$ cat config.mk
export PLATFORM = sky130hd
export DESIGN_NAME = bsg_and_fold_stream
export DESIGN_NICKNAME = d
export VERILOG_FILES = /design/src/rtl/bsg_and_fold_stream_pkg.sv /design/src/rtl/bsg_and_fold_stream_ctr.sv /design/src/rtl/bsg_and_fold_stream.sv
export SDC_FILE = /design/constraint.sdc
export NUM_CORES = 1
export LEC_CHECK = 0
export ABC_AREA = 1
export CAP_MARGIN = 10
export CELL_PAD_IN_SITES_DETAIL_PLACEMENT = 0
export CELL_PAD_IN_SITES_GLOBAL_PLACEMENT = 1
export CORE_ASPECT_RATIO = 0.8
export CORE_MARGIN = 5
export CORE_UTILIZATION = 30
export CTS_CLUSTER_SIZE = 8
export DETAILED_ROUTE_END_ITERATION = 16
export PLACE_DENSITY_LB_ADDON = 0.12
export SYNTH_ARGS = -nofsm -noshare
export SYNTH_HDL_FRONTEND = slang
export SYNTH_SLANG_ARGS = --single-unit
$ cat constraint.sdc
create_clock -name clk_i -period 3.25 [get_ports clk_i]
set_clock_uncertainty 0.1 [all_clocks]
set_input_delay 0.65 -clock clk_i [delete_from_list [all_inputs] [get_ports clk_i]]
set_output_delay 0.65 -clock clk_i [all_outputs]
set_load 0.02 [all_outputs]
$ cat src/rtl/bsg_and_fold_stream_pkg.sv
// ---------------------------------------------------------------------------
// bsg_and_fold_stream_pkg
//   Shared types and helpers for the bsg_and_fold_stream block.
//   - bsg_and_fold_state_e : FSM encoding (eACCUM collects words, eDONE
//                            presents the folded mask)
//   - ctr_width()          : group counter width, max(1, $clog2(els))
// ---------------------------------------------------------------------------
package bsg_and_fold_stream_pkg;

  typedef enum logic [0:0] {
    eACCUM = 1'b0,
    eDONE  = 1'b1
  } bsg_and_fold_state_e;

  // A group of one word still needs a 1-bit counter so the port exists.
  function automatic int ctr_width(input int els);
    return (els > 1) ? $clog2(els) : 1;
  endfunction

endpackage

$ cat src/rtl/bsg_and_fold_stream_ctr.sv
// ---------------------------------------------------------------------------
// bsg_and_fold_stream_ctr
//   Up-counter over the words of one group. Counts 0..els_p-1 and clears
//   when it advances from the terminal value.
// Ports:
//   clk_i    : clock
//   reset_i  : asynchronous, active-high reset (count -> 0)
//   en_i     : advance the count (one accepted word)
//   cnt_r    : current count
//   last_o   : cnt_r == els_p-1 (next advance completes the group)
// ---------------------------------------------------------------------------
module bsg_and_fold_stream_ctr
  import bsg_and_fold_stream_pkg::*;
#(
  parameter int els_p = 4
) (
  input  logic                           clk_i,
  input  logic                           reset_i,
  input  logic                           en_i,
  output logic [ctr_width(els_p)-1:0]    cnt_r,
  output logic                           last_o
);

  localparam int                    cnt_w_lp = ctr_width(els_p);
  localparam logic [cnt_w_lp-1:0]   term_lp  = cnt_w_lp'(els_p - 1);

  always_ff @(posedge clk_i or posedge reset_i) begin
    if (reset_i) begin
      cnt_r <= '0;
    end else if (en_i) begin
      // Clearing at the terminal value keeps the count inside 0..els_p-1
      // even when els_p is not a power of two.
      cnt_r <= last_o ? '0 : cnt_r + cnt_w_lp'(1);
    end
  end

  assign last_o = (cnt_r == term_lp);

endmodule

$ cat src/rtl/bsg_and_fold_stream.sv
// ---------------------------------------------------------------------------
// bsg_and_fold_stream
//   Folds each group of els_p consecutive input words into one bitwise-AND
//   mask and presents it on a valid/yumi output.
//
// Handshakes:
//   Input  : a word transfers on a rising edge where v_i & ready_o.
//            ready_o is a pure function of the state register; it never
//            depends combinationally on yumi_i or v_i.
//   Output : data_o is valid while v_o=1 and is held stable until the
//            consumer asserts yumi_i (legal only while v_o=1); the result
//            is released on that rising edge.
//
// Ports:
//   clk_i, reset_i  : clock, asynchronous active-high reset
//   v_i, data_i     : input word stream
//   mask_i          : per-bit word mask (only with BSG_AND_FOLD_STREAM_MASK_EN)
//   ready_o         : block can accept a word this cycle
//   v_o, data_o     : folded AND result (data_o mirrors the accumulator)
//   yumi_i          : consumer takes the result
//   last_o          : next accepted word completes the group
//   dbg_state_o     : FSM state (eACCUM / eDONE)
//   dbg_cnt_o       : words accepted so far in the current group
//
// Build option:
//   BSG_AND_FOLD_STREAM_MASK_EN adds mask_i; bits with mask_i=0 are folded
//   as 1 (don't-care), i.e. the effective word is data_i | ~mask_i.
// ---------------------------------------------------------------------------
module bsg_and_fold_stream
  import bsg_and_fold_stream_pkg::*;
#(
  parameter int width_p = 16,
  parameter int els_p   = 4
) (
  input  logic                         clk_i,
  input  logic                         reset_i,
  input  logic                         v_i,
  input  logic [width_p-1:0]           data_i,
`ifdef BSG_AND_FOLD_STREAM_MASK_EN
  input  logic [width_p-1:0]           mask_i,
`endif
  output logic                         ready_o,
  output logic                         v_o,
  output logic [width_p-1:0]           data_o,
  input  logic                         yumi_i,
  output logic                         last_o,
  output logic [0:0]                   dbg_state_o,
  output logic [ctr_width(els_p)-1:0]  dbg_cnt_o
);

  localparam int cnt_w_lp = ctr_width(els_p);

  bsg_and_fold_state_e   state_r;
  logic [width_p-1:0]    acc_r;

  logic                  w_accept;
  logic [width_p-1:0]    w_word;
  logic [cnt_w_lp-1:0]   w_cnt;
  logic                  w_last;

`ifdef BSG_AND_FOLD_STREAM_MASK_EN
  assign w_word = data_i | ~mask_i;
`else
  assign w_word = data_i;
`endif

  // Words offered while in eDONE are ignored, whatever their contents.
  assign w_accept = v_i & (state_r == eACCUM);

  bsg_and_fold_stream_ctr #(
    .els_p (els_p)
  ) u_ctr (
    .clk_i   (clk_i),
    .reset_i (reset_i),
    .en_i    (w_accept),
    .cnt_r   (w_cnt),
    .last_o  (w_last)
  );

  always_ff @(posedge clk_i or posedge reset_i) begin
    if (reset_i) begin
      state_r <= eACCUM;
      acc_r   <= '0;
    end else begin
      case (state_r)
        eACCUM: begin
          if (w_accept) begin
            // The first word of a group overwrites the previous result
            // instead of being ANDed into it.
            acc_r <= (w_cnt == '0) ? w_word : (acc_r & w_word);
            if (w_last) begin
              state_r <= eDONE;
            end
          end
        end
        eDONE: begin
          if (yumi_i) begin
            state_r <= eACCUM;
          end
        end
        default: begin
          state_r <= eACCUM;
        end
      endcase
    end
  end

  assign ready_o     = (state_r == eACCUM);
  assign v_o         = (state_r == eDONE);
  assign data_o      = acc_r;
  assign last_o      = w_last;
  assign dbg_state_o = state_r;
  assign dbg_cnt_o   = w_cnt;

`ifdef SIMULATION
  // Taking a result that is not being offered is a consumer bug.
  always_ff @(posedge clk_i) begin
    if (!reset_i) begin
      assert (!(yumi_i && !v_o));
    end
  end
`endif

endmodule

After elaboration in Yosys (flattened, before gate mapping):

Cells that the tools add are included.

* register bits: 19
* memories: 0
* output and inout port bits: 22
* word-level logic and storage cells: 16
* ROM bits: 0
* bits in latches: 0
* bits in writable memories: 0
* input bits: 20

* reduce and logical (&&, ||, !) cells: 2
* equal/unequal tests: 1
* shift-type cells: 0
* bitwise logic cells: 3
* muxes and demuxes: 6
* $mul: 0
* div/mod/pow operators: 0
* $add $sub $neg: 1
* magnitude comparators: 0

Operator list (number)
* AND 16 bit: 1
* two-way mux 16 bit: 1
* two-way mux 1 bit: 3
* adder 2 x 1 -> 2 bit (second input constant): 1
* equality test 2 bit (second input constant): 1
* logical NOT 2 bit: 1
* two-way mux 2 bit: 1
* one-hot mux 1 bit (2 select lines): 1
* AND reduction 2 bit: 1
* AND 1 bit: 1
* NOT 1 bit: 1

Depth between registers and ports, before layout:

* word-level depth: 4
* gate-level depth with buffers: 7
* depth with buffers taken out: 6

By module:

Synthesis repeated with hierarchy kept, for this count alone.

* cell total of the unflattened synthesis: 89
* area total of the unflattened synthesis: 833.3 um^2

By module, submodules not included
* bsg_and_fold_stream: sequential area each 425.4 um^2, cells an instance 77, times used 1, area each 737.0 um^2
* bsg_and_fold_stream_ctr: sequential area each 50.0 um^2, cells an instance 12, times used 1, area each 96.3 um^2

Least setup slack after synthesis:

OpenSTA, ideal clock, no wires.

* path type: flip-flop to output port
* from: register u_ctr.cnt_r[0]
* to: output last_o
* data required time: 2500 ps
* path slack: 1720 ps
* arrival time: 780 ps
* path buffers: 0
* stages on the path, launching flop included: 2
* cells stage by stage: dfrtp_1 > ha_1

* longest elaborated chain between the ends: 1

RTL lines
* start: declaration: line bsg_and_fold_stream_ctr.sv:20 `output logic [ctr_width(els_p)-1:0] cnt_r,`
* start signal: assignment: line bsg_and_fold_stream_ctr.sv:33 `cnt_r <= last_o ? '0 : cnt_r + cnt_w_lp'(1);`
* equality test 2 bit: line bsg_and_fold_stream_ctr.sv:37 `assign last_o = (cnt_r == term_lp);`
* end: declaration: line bsg_and_fold_stream.sv:46 `output logic last_o,`

No other way between the ends.

Final worst setup path:

Ends and elaborated chain as after synthesis.

==> qor.csv <==
metric,value,unit
worstPathArrival,1.46,ns
grt_use_total,10.0,%
dieArea,0.00445,mm2
drive_gt1_share,3.95,%
gr-usage-met2,16.6,%
yosys_register_bits,19,
grt_max_degree,20,
core_area,0.00309,mm2
leakage,0.877,nW
drtAntennaViolNets,0,
maxCapViolations,0,
ir_worst_vdd,0.000444,V
h-tree-depth,1,
synth_cells,135,
fin_setup_tns,0,ns
synthDistinctLibCells,11,
switching_power,0.529,mW
maxSlewHeadroom,51.8,%
synth_area,962,um2
final_cells,217,
drv_slew,0,
place_inst,213,
ys_seq_area_share,49.4,%
hpwl,1.51,mm
ctsResizeCount,0,
fmax,0.453,GHz
synth_compound_area_share,1.69,%
pre_cts_ws,1.20,ns
criticalPathCategory,flop to output pin,
area_growth,49.8,%
p_clk_share,12.3,%
drt_iter0_markers,31,
synthAdderAreaFrac,2.60,%
postCtsSetupBuffers,0,
grt_first_pass_wirelength,3.39,mm
grt_util_met1,12.1,%
start_kind,flop,
min_period,2.21,ns
p_per_area,899,mW/mm2
required,2.50,ns
syn_area_per_cell,7.13,um2
cts_tree,built,
clk_latency,0.25,ns
r2r_slack,1.83,ns
gr-usage-met3,4.47,%
tightestPinTransition,0.723,ns
pwr-share-seq,32.3,%
rsz0062_at_grt,no,
hold_violations,0,
internal-power,0.766,mW
synth_top_family_by_area,buffers and inverters,
place_congestion,0.736,
hold_buffers,0,
synth-xor-area-share,0,%
dr.pass1.iters,4,
numCtsBuffers,3,
outcome,"complete, no violations",
clk_pin_slew,0.07,ns
yosys_warnings,0,
io_pins,42,
synth-simple-area-share,22.5,%
finalWirelength,2.05,mm
cts_buffer_depth,2,
num_vias,816,
rows,18,
antenna_found_initial,0,
final_nets,200,
yosys-mux-area-fraction,0,%
cp-end-kind,output pin,
grt_pass1_vias,767,
min_period_over_period,67.9,%
min_path_type,flop to flop,
critPathMaxFanout,4,
wl_per_cell,9.43,um
die_w,73.3,um
drcViolationCount,0,
grt-ovfl-total,0,
busiest_layer,met2,
start_util,31.2,%
comb_power_share,55.4,%
cts.root.buffer_cell,clkbuf_8,
clock-sinks,19,
die_y,60.7,um
syn_nets,157,
setup_viol,0,
post_drt_via_cell_ratio,3.76,
antenna_cells,0,
p_sw_share,40.9,%
port-buffer-count,41,
setup_ws,1.04,ns
-- logic make-up after synthesis --
logic type,count (synthesis)
AO/OA/AOI/OAI,3
AND/OR/NAND/NOR,54
flip-flops,19
adder cells (fa/ha/maj),2
buffers and inverters,57
-- area by class of cell --
type | count | area, um2
Clock buffer | 4 | 45.0
Inverter | 54 | 203
Sequential cell | 19 | 475
Multi-Input combinational cell | 59 | 258
Tap cell | 40 | 50.0
Fill cell | 328 | 1640
Timing Repair Buffer | 41 | 410
-- cells in the final DEF, fill, tap and decap left out --
cell             instances
o21ai_0                  2
dfrtp_1                 19
clkbuf_8                 3
inv_2                    2
nor2_4                   1
nand3_2                  1
o22ai_1                  1
clkbuf_1                 1
inv_1                   52
ha_1                     2
clkdlybuf4s50_1         41
nand2_1                 52
-- power groups by stage --
stage | logic (mW) | registers (mW) | clock network, mW
floorplan | 0.273 | 0.560 | 0
global placement | 0.718 | 0.423 | 0
detailed placement | 0.723 | 0.426 | 0
CTS | 0.731 | 0.423 | 0.167
global route | 0.794 | 0.435 | 0.178
finish | 0.717 | 0.419 | 0.159
-- critical path, stage by stage (launching register included) --
cell	delay [ns]
dfrtp_1	0.41
ha_1	0.19
clkdlybuf4s50_1	0.61
-- flip-flops by register name, indices dropped and copies added (netlist names) --
name,count
u_ctr.cnt_r,2
dbg_state_o,1
data_o,16
-- synthesized netlist by cell type --
cell type | count | area share [%]
nor2_4 | 1 | 1.2
buf_4 | 2 | 1.6
o22ai_1 | 1 | 0.65
inv_2 | 2 | 0.78
o21ai_0 | 2 | 1.0
dfrtp_1 | 19 | 49
buf_6 | 1 | 1.2
nand3_2 | 1 | 1.0
inv_1 | 52 | 20
nand2_1 | 52 | 20
ha_1 | 2 | 2.6
-- through the flow --
stage               power (mW)  cell area, um2  utilization, %  hold WS, ns
floorplan                0.833             962               -        0.501
global placement          1.14            1400            45.3        0.422
detailed placement        1.15            1400            45.3        0.425
CTS                       1.32            1440            46.7        0.444
global route              1.41            1440            46.7        0.465
finish                    1.30            1440            46.7        0.440
-- final timing paths --
path	cells past startpoint	startpoint	to
setup reg to reg	6	u_ctr.cnt_r[0]$_DFFE_PP0P_	data_o[0]$_DFFE_PP0P_
hold / removal	4	data_o[5]$_DFFE_PP0P_	data_o[5]$_DFFE_PP0P_
max in group asynchronous	2	reset_i	data_o[0]$_DFFE_PP0P_
setup / recovery	2	u_ctr.cnt_r[0]$_DFFE_PP0P_	last_o
hold reg to reg	4	data_o[5]$_DFFE_PP0P_	data_o[5]$_DFFE_PP0P_
min in group asynchronous	2	reset_i	data_o[9]$_DFFE_PP0P_
-- metal layers --
metal / wire, um / part of all wire (%) / vias to the layer above
met5: 0 / 0 / -
met4: 16 / 0.78 / 0
met3: 151 / 7.4 / 4
met2: 979 / 48 / 20
met1: 898 / 44 / 352
li1: - / - / 440
Note: power is estimated with default switching activity, not from simulation.
